**config.mk**
```make
export PLATFORM = sky130hd
export DESIGN_NAME = i2c_cmd_arbiter_flat
export DESIGN_NICKNAME = d
export VERILOG_FILES = /design/src/rtl/i2c_cmd_arbiter_if.sv /design/src/rtl/i2c_cmd_arbiter.sv /design/src/flat_wrapper.sv
export SDC_FILE = /design/constraint.sdc
export NUM_CORES = 1
export LEC_CHECK = 0
export ABC_AREA = 1
export CORE_MARGIN = 1
export CORE_UTILIZATION = 40
export DETAILED_ROUTE_END_ITERATION = 12
export GPL_TIMING_DRIVEN = 0
export PLACE_DENSITY = 0.72
export SYNTH_ARGS = -nofsm -noshare
export SYNTH_HDL_FRONTEND = slang
export SYNTH_SLANG_ARGS = --single-unit
```
**constraint.sdc**
```tcl
create_clock -name i_clk -period 3.4 [get_ports i_clk]
set_clock_uncertainty 0.05 [all_clocks]
set_input_delay 0.68 -clock i_clk [delete_from_list [all_inputs] [get_ports i_clk]]
set_output_delay 0.68 -clock i_clk [all_outputs]
set_load 0.02 [all_outputs]
```
**src/rtl/i2c_cmd_arbiter_if.sv**
```systemverilog
// Command bundle between the requesters, the arbiter and the I2C write engine.
// master: arbiter side (drives grant/done/err/start/data/busy); slave: environment side.
interface i2c_cmd_arbiter_if #(
   parameter int NUM_REQ = 3
);
   logic [NUM_REQ-1:0]    i_req;
   logic [24*NUM_REQ-1:0] i_req_data;
   logic [NUM_REQ-1:0]    o_grant;
   logic [NUM_REQ-1:0]    o_done;
   logic [NUM_REQ-1:0]    o_err;
   logic                  o_start;
   logic [23:0]           o_data;
   logic                  i_finished;
   logic                  o_busy;

   modport master (
      input  i_req, i_req_data, i_finished,
      output o_grant, o_done, o_err, o_start, o_data, o_busy
   );

   modport slave (
      output i_req, i_req_data, i_finished,
      input  o_grant, o_done, o_err, o_start, o_data, o_busy
   );
endinterface

```
**src/rtl/i2c_cmd_arbiter.sv**
```systemverilog
// Round-robin arbiter sharing one 24-bit I2C write engine among NUM_REQ sources.
// Ports: i_clk, i_rst_n (async, active-low), bus (master modport: requests in, grant/done/err/start/data/busy out).
module i2c_cmd_arbiter #(
   parameter int NUM_REQ = 3,
   parameter int TIMEOUT = 1023
) (
   input logic             i_clk,
   input logic             i_rst_n,
   i2c_cmd_arbiter_if.master bus
);
   localparam int PW = $clog2(NUM_REQ);
   localparam int TW = $clog2(TIMEOUT + 1);
   localparam logic [TW-1:0] T_LAST = TW'(TIMEOUT - 1);
   localparam logic [PW-1:0] P_LAST = PW'(NUM_REQ - 1);

   typedef enum logic [1:0] {
      S_IDLE,
      S_LAUNCH,
      S_WAIT,
      S_DONE
   } state_t;

   state_t             state_q, state_d;
   logic [PW-1:0]      ptr_q, ptr_d;
   logic [PW-1:0]      gidx_q, gidx_d;
   logic [NUM_REQ-1:0] grant_q, grant_d;
   logic [NUM_REQ-1:0] done_q, done_d;
   logic [NUM_REQ-1:0] err_q, err_d;
   logic               start_q, start_d;
   logic               busy_q, busy_d;
   logic [23:0]        data_q, data_d;
   logic [TW-1:0]      timer_q, timer_d;

   logic               sel_found;
   logic [PW-1:0]      sel_idx;

   // Rotating scan: first requester at or above the pointer, wrapping.
   always_comb begin
      sel_found = 1'b0;
      sel_idx   = '0;
      for (int i = 0; i < NUM_REQ; i++) begin
         if (!sel_found && bus.i_req[(int'(ptr_q) + i) % NUM_REQ]) begin
            sel_found = 1'b1;
            sel_idx   = PW'((int'(ptr_q) + i) % NUM_REQ);
         end
      end
   end

   always_comb begin
      state_d = state_q;
      ptr_d   = ptr_q;
      gidx_d  = gidx_q;
      grant_d = grant_q;
      data_d  = data_q;
      timer_d = timer_q;
      done_d  = '0;
      err_d   = '0;
      case (state_q)
         S_IDLE: begin
            if (sel_found) begin
               state_d = S_LAUNCH;
               gidx_d  = sel_idx;
               grant_d = NUM_REQ'(1) << sel_idx;
               data_d  = bus.i_req_data[24*sel_idx +: 24];
            end
         end
         S_LAUNCH: begin
            timer_d = '0;
            state_d = S_WAIT;
         end
         S_WAIT: begin
            // A finish on the last timer cycle beats the timeout.
            if (bus.i_finished) begin
               state_d = S_DONE;
               done_d  = grant_q;
            end else if (timer_q == T_LAST) begin
               state_d = S_DONE;
               done_d  = grant_q;
               err_d   = grant_q;
            end else begin
               timer_d = timer_q + 1'b1;
            end
         end
         S_DONE: begin
            ptr_d   = (gidx_q == P_LAST) ? '0 : gidx_q + 1'b1;
            grant_d = '0;
            state_d = S_IDLE;
         end
         default: state_d = S_IDLE;
      endcase
      start_d = (state_d == S_LAUNCH);
      busy_d  = (state_d != S_IDLE);
   end

   always_ff @(posedge i_clk or negedge i_rst_n) begin
      if (!i_rst_n) begin
         state_q <= S_IDLE;
         ptr_q   <= '0;
         gidx_q  <= '0;
         grant_q <= '0;
         done_q  <= '0;
         err_q   <= '0;
         start_q <= 1'b0;
         busy_q  <= 1'b0;
         data_q  <= 24'h000000;
         timer_q <= '0;
      end else begin
         state_q <= state_d;
         ptr_q   <= ptr_d;
         gidx_q  <= gidx_d;
         grant_q <= grant_d;
         done_q  <= done_d;
         err_q   <= err_d;
         start_q <= start_d;
         busy_q  <= busy_d;
         data_q  <= data_d;
         timer_q <= timer_d;
      end
   end

   assign bus.o_grant = grant_q;
   assign bus.o_done  = done_q;
   assign bus.o_err   = err_q;
   assign bus.o_start = start_q;
   assign bus.o_busy  = busy_q;
   assign bus.o_data  = data_q;
endmodule

```
**src/flat_wrapper.sv**
```systemverilog
// flat-port wrapper written by rule: the top's interface ports become plain ports
module i2c_cmd_arbiter_flat 
#(
   parameter int NUM_REQ = 3,
   parameter int TIMEOUT = 1023
)
  (i_clk, i_rst_n, bus_i_req, bus_i_req_data, bus_i_finished, bus_o_grant, bus_o_done, bus_o_err, bus_o_start, bus_o_data, bus_o_busy);
  i2c_cmd_arbiter_if #(.NUM_REQ(NUM_REQ)) bus_i ();
  input logic i_clk;
  input logic i_rst_n;
  input wire logic [$bits(bus_i.i_req)-1:0] bus_i_req;
  input wire logic [$bits(bus_i.i_req_data)-1:0] bus_i_req_data;
  input wire logic [$bits(bus_i.i_finished)-1:0] bus_i_finished;
  output wire logic [$bits(bus_i.o_grant)-1:0] bus_o_grant;
  output wire logic [$bits(bus_i.o_done)-1:0] bus_o_done;
  output wire logic [$bits(bus_i.o_err)-1:0] bus_o_err;
  output wire logic [$bits(bus_i.o_start)-1:0] bus_o_start;
  output wire logic [$bits(bus_i.o_data)-1:0] bus_o_data;
  output wire logic [$bits(bus_i.o_busy)-1:0] bus_o_busy;
  assign bus_i.i_req = bus_i_req;
  assign bus_i.i_req_data = bus_i_req_data;
  assign bus_i.i_finished = bus_i_finished;
  assign bus_o_grant = bus_i.o_grant;
  assign bus_o_done = bus_i.o_done;
  assign bus_o_err = bus_i.o_err;
  assign bus_o_start = bus_i.o_start;
  assign bus_o_data = bus_i.o_data;
  assign bus_o_busy = bus_i.o_busy;
  i2c_cmd_arbiter #(.NUM_REQ(NUM_REQ), .TIMEOUT(TIMEOUT)) u_core (.i_clk(i_clk), .i_rst_n(i_rst_n), .bus(bus_i));
endmodule
```
==> impl_summary.md <==
Synth
The share of synthesized area in the top cell type comes to 0.389. Synthesis instantiated 31 different standard cells from the library. The area of the mapped netlist is between 3000 and 4000 µm². The number of enable flip-flop cells after synthesis is 0. The primary flip-flop cell chosen by synthesis mapping is sky130_fd_sc_hd__dfrtp_1.

The cell count after synthesis came out at 424. The post-synthesis cell type with the largest combined area is sky130_fd_sc_hd__dfrtp_1. The share of the Yosys chip area taken by registers is 0.389.

For this run, asynchronously set or reset flops after synthesis account for 1.00. Synthesis inferred 51 register bits. The Yosys step of the flow raised 0 warnings. The most used standard cell by instance count after synthesis is sky130_fd_sc_hd__inv_1. By area the synthesized netlist is led by sky130_fd_sc_hd__dfrtp_1 39%, sky130_fd_sc_hd__inv_1 8.9%, sky130_fd_sc_hd__nand3_1 8.1%, sky130_fd_sc_hd__nand2_1 7.4%, sky130_fd_sc_hd__a21oi_2 5.1%.

Counting every net in the synthesized netlist gives 511. After synthesis, the mean cell area works out to 7.73 µm². The commonest cells after synthesis are 78 x sky130_fd_sc_hd__inv_1, 65 x sky130_fd_sc_hd__nand2_1, 53 x sky130_fd_sc_hd__nand3_1.

STA
For the pin with the worst max-slew slack, the measured transition is ~500 ps. Setup violations remaining at the end of the flow were counted as 0. Derived from the worst setup path, the maximum achievable clock frequency is 429 MHz. The final critical-path required period is 2330 ps.

The post-route setup TNS is 0 ps. The worst-case headroom to the max-slew limit is 0.667. Setup repair after global routing left no endpoint under its margin. The final critical-path setup slack is 1070 ps. The max-slew violation count is 0. Of the available clock period, the critical path in the final layout requires 0.686.

The total count of hold-check failures in the final report is 0.

Layout
Once layout is complete, the cells apart from fillers number 647. In the final layout, the share of cells above drive strength 1 is 0.132. The core utilization of the finished layout is 0.592.

In the final design database the tool counted 631 nets. The relative area change from synthesis to final layout is 41.5%. The finished cells cover 4640 µm². The repair_antennas step left the layout with diodes totalling 0.

Critical path
The standard cell with the maximum stage delay on the critical path is sky130_fd_sc_hd__clkdlybuf4s50_1. The worst-path maximum fanout is 10. On the critical path the largest part of the delay comes from buffers and inverters. The startpoint type of the worst setup path is an input pin. The type of the worst setup path is input pin to flop.

The largest single stage delay on the critical path is 530 ps. Traced cell by cell, the critical path runs through clkdlybuf4s50_1 -> inv_1 -> o21ai_1 -> nand2_2 -> nand3_1 -> nand2_1 -> inv_2 -> clkbuf_1 -> nor2_1 -> a21oi_2. The element type at the critical path end is a flop. The critical path contains buffers and inverters numbering 4 combined. STA puts the critical path data required time at 3590 ps. Data on the critical path arrives at its endpoint at ~2500 ps.

Floorplanning
The initial utilization of the core area, before any placement, comes to 0.418. The area of the die is 8560 µm². For this design the top-level I/O count stands at around 110. Row generation in the floorplan step produced 32 rows. The area inside the core boundary is 7850 µm². The die is between 90 and 100 µm tall.

The chip width is 92.5 µm.

Placement
Input and output buffers added on the ports amount to 112. The placed standard-cell area is 4540 µm². The pre-CTS setup slack is ~730 ps. At the end of routability-driven placement, the weighted congestion stood at 0.870. The post-placement cell count is 639. The final HPWL from detailed placement is 6550 µm.

Pwr
Across the VDD grid, the largest voltage drop is between 0.0009 and 0.001 V. The leakage component of the power is 0.00222 µW. The areal power density over the cells is roughly 1100 nW/µm².

Routing
After detailed routing, the average wire length per cell comes to 12.9 µm. The number of detailed-routing iterations run before antenna repair is 4. The remaining design rule violation count is 0. After detailed routing, the total wire length is 8350 µm.

The number of nets with antenna violations after detailed routing is 0. For this block, the via count after detailed routing is 3159. The average vias per placed instance is 4.88.

The detailed router finished its first iteration with about 140 violations.

CTS
TritonCTS built the clock tree. The number of levels the H-tree was split into is 2. For the worst-skew pair, the clock arrives at the later sink with an insertion delay of 310 ps.

The number of clock sinks is 51. Once the clock tree was built, the resizer swapped 0 gates to a different size. The post-CTS setup buffer count is 0. In this run, CTS created clock tree buffers numbering 5.

The clock root buffer is sky130_fd_sc_hd__clkbuf_8. Buffers inserted to repair hold after CTS numbered 0. The maximum buffer depth of the clock tree is 2. The post-CTS clock slew at the launch and capture registers of the worst setup and hold paths is around 100 ps.

Global route
The initial antenna violation count is 0. The number of global-route vias before repair is 2997. The total routing usage reported by global routing is 0.208. The first-pass GRT wire length is 14100 µm.

Entering global routing, the biggest net connects 31 pins. The total overflow left after global routing is 0.

Min path
The min-delay analysis places its worst path in the category input pin to asynchronous set/reset pin.

Flow run
The max-capacitance violation count is 0.

Outcome
The flow ran to the end, and the final reports show no timing, DRC or antenna violations.
## worst paths after layout
kind,slack (ps),depth (start not counted),end,startpoint
worst max-delay path,1070,10,u_core.bus.o_data[19],bus_i_req[2]
worst min-delay path,280,1,u_core.bus.o_done[1],i_rst_n
worst max register to register,1100,11,u_core.bus.o_data[19],u_core.ptr_q[0]
worst min register to register,430,1,u_core.ptr_q[0],u_core.gidx_q[0]
max in group asynchronous,2490,2,u_core.bus.o_data[7],i_rst_n
min in group i_clk,430,1,u_core.ptr_q[0],u_core.gidx_q[0]
## cell usage in the layout (no fill, tap or decap)
| cell type | instances |
|---|---|
| sky130_fd_sc_hd__a21boi_4 | 1 |
| sky130_fd_sc_hd__a21oi_1 | 32 |
| sky130_fd_sc_hd__a21oi_2 | 19 |
| sky130_fd_sc_hd__buf_12 | 1 |
| sky130_fd_sc_hd__buf_2 | 5 |
| sky130_fd_sc_hd__buf_4 | 2 |
| sky130_fd_sc_hd__buf_6 | 7 |
| sky130_fd_sc_hd__buf_8 | 2 |
| sky130_fd_sc_hd__clkbuf_1 | 1 |
| sky130_fd_sc_hd__clkbuf_4 | 1 |
| sky130_fd_sc_hd__clkbuf_8 | 6 |
| sky130_fd_sc_hd__clkdlybuf4s50_1 | 111 |
| sky130_fd_sc_hd__clkinv_4 | 1 |
| sky130_fd_sc_hd__clkinvlp_4 | 1 |
| sky130_fd_sc_hd__dfrtp_1 | 51 |
| sky130_fd_sc_hd__ha_1 | 9 |
| sky130_fd_sc_hd__inv_1 | 78 |
| sky130_fd_sc_hd__inv_2 | 4 |
| sky130_fd_sc_hd__inv_4 | 1 |
| sky130_fd_sc_hd__nand2_1 | 65 |
| sky130_fd_sc_hd__nand2_2 | 2 |
| sky130_fd_sc_hd__nand2_4 | 3 |
| sky130_fd_sc_hd__nand3_1 | 53 |
| sky130_fd_sc_hd__nand3_2 | 13 |
| sky130_fd_sc_hd__nand3_4 | 1 |
| sky130_fd_sc_hd__nand4_1 | 2 |
| sky130_fd_sc_hd__nor2_1 | 36 |
| sky130_fd_sc_hd__nor2_2 | 1 |
| sky130_fd_sc_hd__nor2_4 | 1 |
| sky130_fd_sc_hd__nor3_1 | 6 |
| sky130_fd_sc_hd__nor4_1 | 3 |
| sky130_fd_sc_hd__o21ai_0 | 13 |
| sky130_fd_sc_hd__o21ai_1 | 2 |
| sky130_fd_sc_hd__o22ai_1 | 3 |
| sky130_fd_sc_hd__o31ai_1 | 4 |
| sky130_fd_sc_hd__xor2_1 | 4 |
## sequential cells by signal, summed over array words and instances, names as in the netlist, 2 cells and up
name and cells:
u_core.bus.o_err 3, u_core.state_q 2, u_core.bus.o_grant 3, u_core.bus.o_data 24, u_core.gidx_q 2, u_core.timer_q 10, u_core.bus.o_done 3, u_core.ptr_q 2
## where the power goes
part	total [µW]	leakage (µW)	internal, µW	switching (µW)
combinational	3600	0.00154	1440	2170
sequential	975	0.000623	843	132
clock	369	0.0000474	166	202
## metal layers
| metal | wire length, µm | GRT usage | up-vias |
|---|---|---|---|
| met3 | 761 | 0.0722 | 11 |
| met2 | 3910 | 0.328 | 117 |
| met1 | 3550 | 0.267 | 1445 |
| met4 | 123 | 0.0638 | 0 |
| li1 | - | - | 1586 |
| met5 | 0 | 0 | - |
## cells by family (layout without fill, tap and decap cells)
logic type / count (synthesis) / after routing / synth area share
simple gates: 186 / 186 / 0.280
buf+inv: 100 / 221 / 0.143
compound gates: 74 / 74 / 0.143
flops: 51 / 51 / 0.389
fa+ha+maj: 9 / 9 / 0.0343
xor+xnor: 4 / 4 / 0.0107
## cell type report
type                            instances  area, µm²
Clock buffer                            6       82.6
Clock inverter                          2       16.3
Timing Repair Buffer                  113       1140
Multi-Input combinational cell        273       1530
Inverter                               83        314
Tap cell                              102        128
Buffer                                 17        155
Fill cell                             716       3210
Sequential cell                        51       1280
## metrics by stage
step / total power [µW] / hold WS [ps]
2_1_floorplan: 3560 / 334
3_5_place_dp: 4600 / 403
5_1_grt: 5390 / 305
6_report: 4940 / 280
4_1_cts: 4970 / 289
3_3_place_gp: 4520 / 410
Note: power is estimated with default switching activity, not from simulation.
==> edit, RTL diff (same settings) <==
`NUM_REQ` is set to 3 in 3 places; all go to 6.
--- a/src/rtl/i2c_cmd_arbiter_if.sv
+++ b/src/rtl/i2c_cmd_arbiter_if.sv
@@ -3,3 +3,3 @@
 interface i2c_cmd_arbiter_if #(
-   parameter int NUM_REQ = 3
+   parameter int NUM_REQ = 6
 );
--- a/src/rtl/i2c_cmd_arbiter.sv
+++ b/src/rtl/i2c_cmd_arbiter.sv
@@ -3,3 +3,3 @@
 module i2c_cmd_arbiter #(
-   parameter int NUM_REQ = 3,
+   parameter int NUM_REQ = 6,
    parameter int TIMEOUT = 1023
--- a/src/flat_wrapper.sv
+++ b/src/flat_wrapper.sv
@@ -3,3 +3,3 @@
 #(
-   parameter int NUM_REQ = 3,
+   parameter int NUM_REQ = 6,
    parameter int TIMEOUT = 1023
Ports: changed (5 resized); port bits go from 113 to 197. The function was not compared with the original's and may differ.
==> edit against the original RTL <==
Sequential cell count rose by 11. Worst setup slack worse by 960 ps. Design area up 76%. Final cell count grew 91%. Synthesized area up 54%. Routed wire length up 110%.
Power is not shown: default switching activity piles up to over one toggle a cycle in this logic, so the estimate is an artifact.
==> edit: results (changes against the original RTL) <==
Slew @ Worst Pin=822 ps (was 499 ps); uppermost layer routed=met4 (unchanged); 1st-pass router iterations=5 (was 4); n_diodes=0 (unchanged); GR Util met2=0.481 (was 0.328); Arrival @ worst endpoint=3510 ps (was 2530 ps); met1 routing resource usage after global routing=0.298 (was 0.267); number of DRC markers after the initial detailed-route iteration=362 (was 135); most used standard cells in the synthesized netlist=398 x sky130_fd_sc_hd__nand2_1, 129 x sky130_fd_sc_hd__nand3_1, 70 x sky130_fd_sc_hd__inv_1 (was 78 x sky130_fd_sc_hd__inv_1, 65 x sky130_fd_sc_hd__nand2_1, 53 x sky130_fd_sc_hd__nand3_1); metal2 WL=9130 um (was 3910 um); Post-Syn Nets=998 (was 511); number of global-route vias before repair=5658 (was 2997); result of the run=complete, no violations (unchanged); detailed-placement wirelength estimate=12900 um (was 6550 um); startpoint of the most critical register-to-register path=u_core.ptr_q[1] (was u_core.ptr_q[0]); Largest register FFs=24 (unchanged); Final Instance Count excl. Fillers=1235 (was 647); cell at the slowest stage of the critical path=sky130_fd_sc_hd__dfrtp_2 (was sky130_fd_sc_hd__clkdlybuf4s50_1); clock root cell=sky130_fd_sc_hd__clkbuf_16 (was sky130_fd_sc_hd__clkbuf_8); crit-path leading delay family=simple AND/OR/NAND/NOR gates (was buffers and inverters); worst hold-check path type=in2async (unchanged); Total GRT Usage=0.262 (was 0.208); area after detailed placement=7220 sq um (was 4540 sq um); initial antenna violation count=0 (unchanged); Worst Reg2Reg Path Length in Cells=27 (was 11); H-tree lvl count=3 (was 2); clock latency reported for the late side of the worst-skew pair=330 ps (was 310 ps); first-pass GRT wire length=26800 um (was 14100 um); total clock buffers created by CTS=9 (was 5); highest fanout seen on the critical path=6 (was 10); count of input and output buffers=196 (was 112); sequential fraction of the synthesis area=0.307 (was 0.389); clk slew on worst S/H paths=60 ps (was 100 ps); layout cells sized above 1=0.141 (was 0.132); total met3 wirelength after detailed routing=1140 um (was 761 um); routed via count divided by cell count=4.87 (was 4.88); Bufs on Longest Clock Path=2 (unchanged); Synth Area per Inst=6.09 sq um (was 7.73 sq um); delay of the slowest critical-path stage=470 ps (was 530 ps); leading register cell type out of synthesis=sky130_fd_sc_hd__dfrtp_1 (unchanged); wire length on met1=7010 um (was 3550 um); largest net degree at the start of global routing=63 (was 31); Synth async-reset ratio=1.00 (unchanged); internal reg-to-reg setup slack=110 ps (was 1100 ps); Routed wire per std cell=14.3 um (was 12.9 um); final RePlAce weighted congestion=0.883 (was 0.870); ranking of synthesized cells by area=sky130_fd_sc_hd__dfrtp_1 31%, sky130_fd_sc_hd__nand2_1 30%, sky130_fd_sc_hd__nand3_1 13% (was sky130_fd_sc_hd__dfrtp_1 39%, sky130_fd_sc_hd__inv_1 8.9%, sky130_fd_sc_hd__nand3_1 8.1%); GR met3 Demand/Resource=0.0630 (was 0.0722); capturing point of the worst reg2reg path=u_core.bus.o_data[13] (was u_core.bus.o_data[19]); Synth warnings=0 (unchanged); number of distinct standard cells referenced by the synthesized netlist=37 (was 31)
[edit: cell count changes after synthesis, sizes merged, moves of 11 or more]
cell   before  now
dfrtp      51   62
nor2       38   26
buf        15   32
nand2      70  403
nand3      67  132
a21oi      51    8
[edit: cell type report]
type	instances	area (sq um)
multi-input cells	650	3230
clock buffers	9	225
plain buffers	39	304
fillers	1093	4000
clock inverters	6	86.3
repair buffers	221	2240
well taps	168	210
flip-flops and latches	62	1560
inverters	80	310
[edit: cell families after synthesis]
| logic type | Yosys count | synth area share |
|---|---|---|
| buffers and inverters | 119 | 0.104 |
| AO/OA/AOI/OAI | 46 | 0.0540 |
| adder cells (fa/ha/maj) | 16 | 0.0397 |
| AND/OR/NAND/NOR | 581 | 0.486 |
| flip-flops | 62 | 0.307 |
| XOR/XNOR | 5 | 0.00868 |
[edit: how the worst max path moves through the flow]
stage,start,endpoint,cells past startpoint
after global routing,u_core.ptr_q[1],u_core.bus.o_data[9],27
after CTS,u_core.ptr_q[0],u_core.bus.o_data[22],24
after floorplan,u_core.ptr_q[0],u_core.bus.o_data[22],28
after global placement,i_rst_n,u_core.bus.o_data[3],1
final,u_core.ptr_q[1],u_core.bus.o_data[13],27
after detailed placement,u_core.ptr_q[0],u_core.bus.o_data[21],26
[edit: repair_timing]
item / in CTS / in global routing
setup buffers: 7 / 14
cloned: 1 / 5
pin swaps: 3 / 26
setup endpoints to repair: 34 / 34
resized for setup: 29 / 82
[edit: through the flow]
stage | setup slack [ps] | util | hold slack (ps)
2_1_floorplan | 279 | - | 334
3_3_place_gp | -540 | 0.594 | 469
3_5_place_dp | -428 | 0.594 | 479
4_1_cts | 9.74 | 0.631 | 425
5_1_grt | -83.0 | 0.671 | 475
6_report | 107 | 0.671 | 407
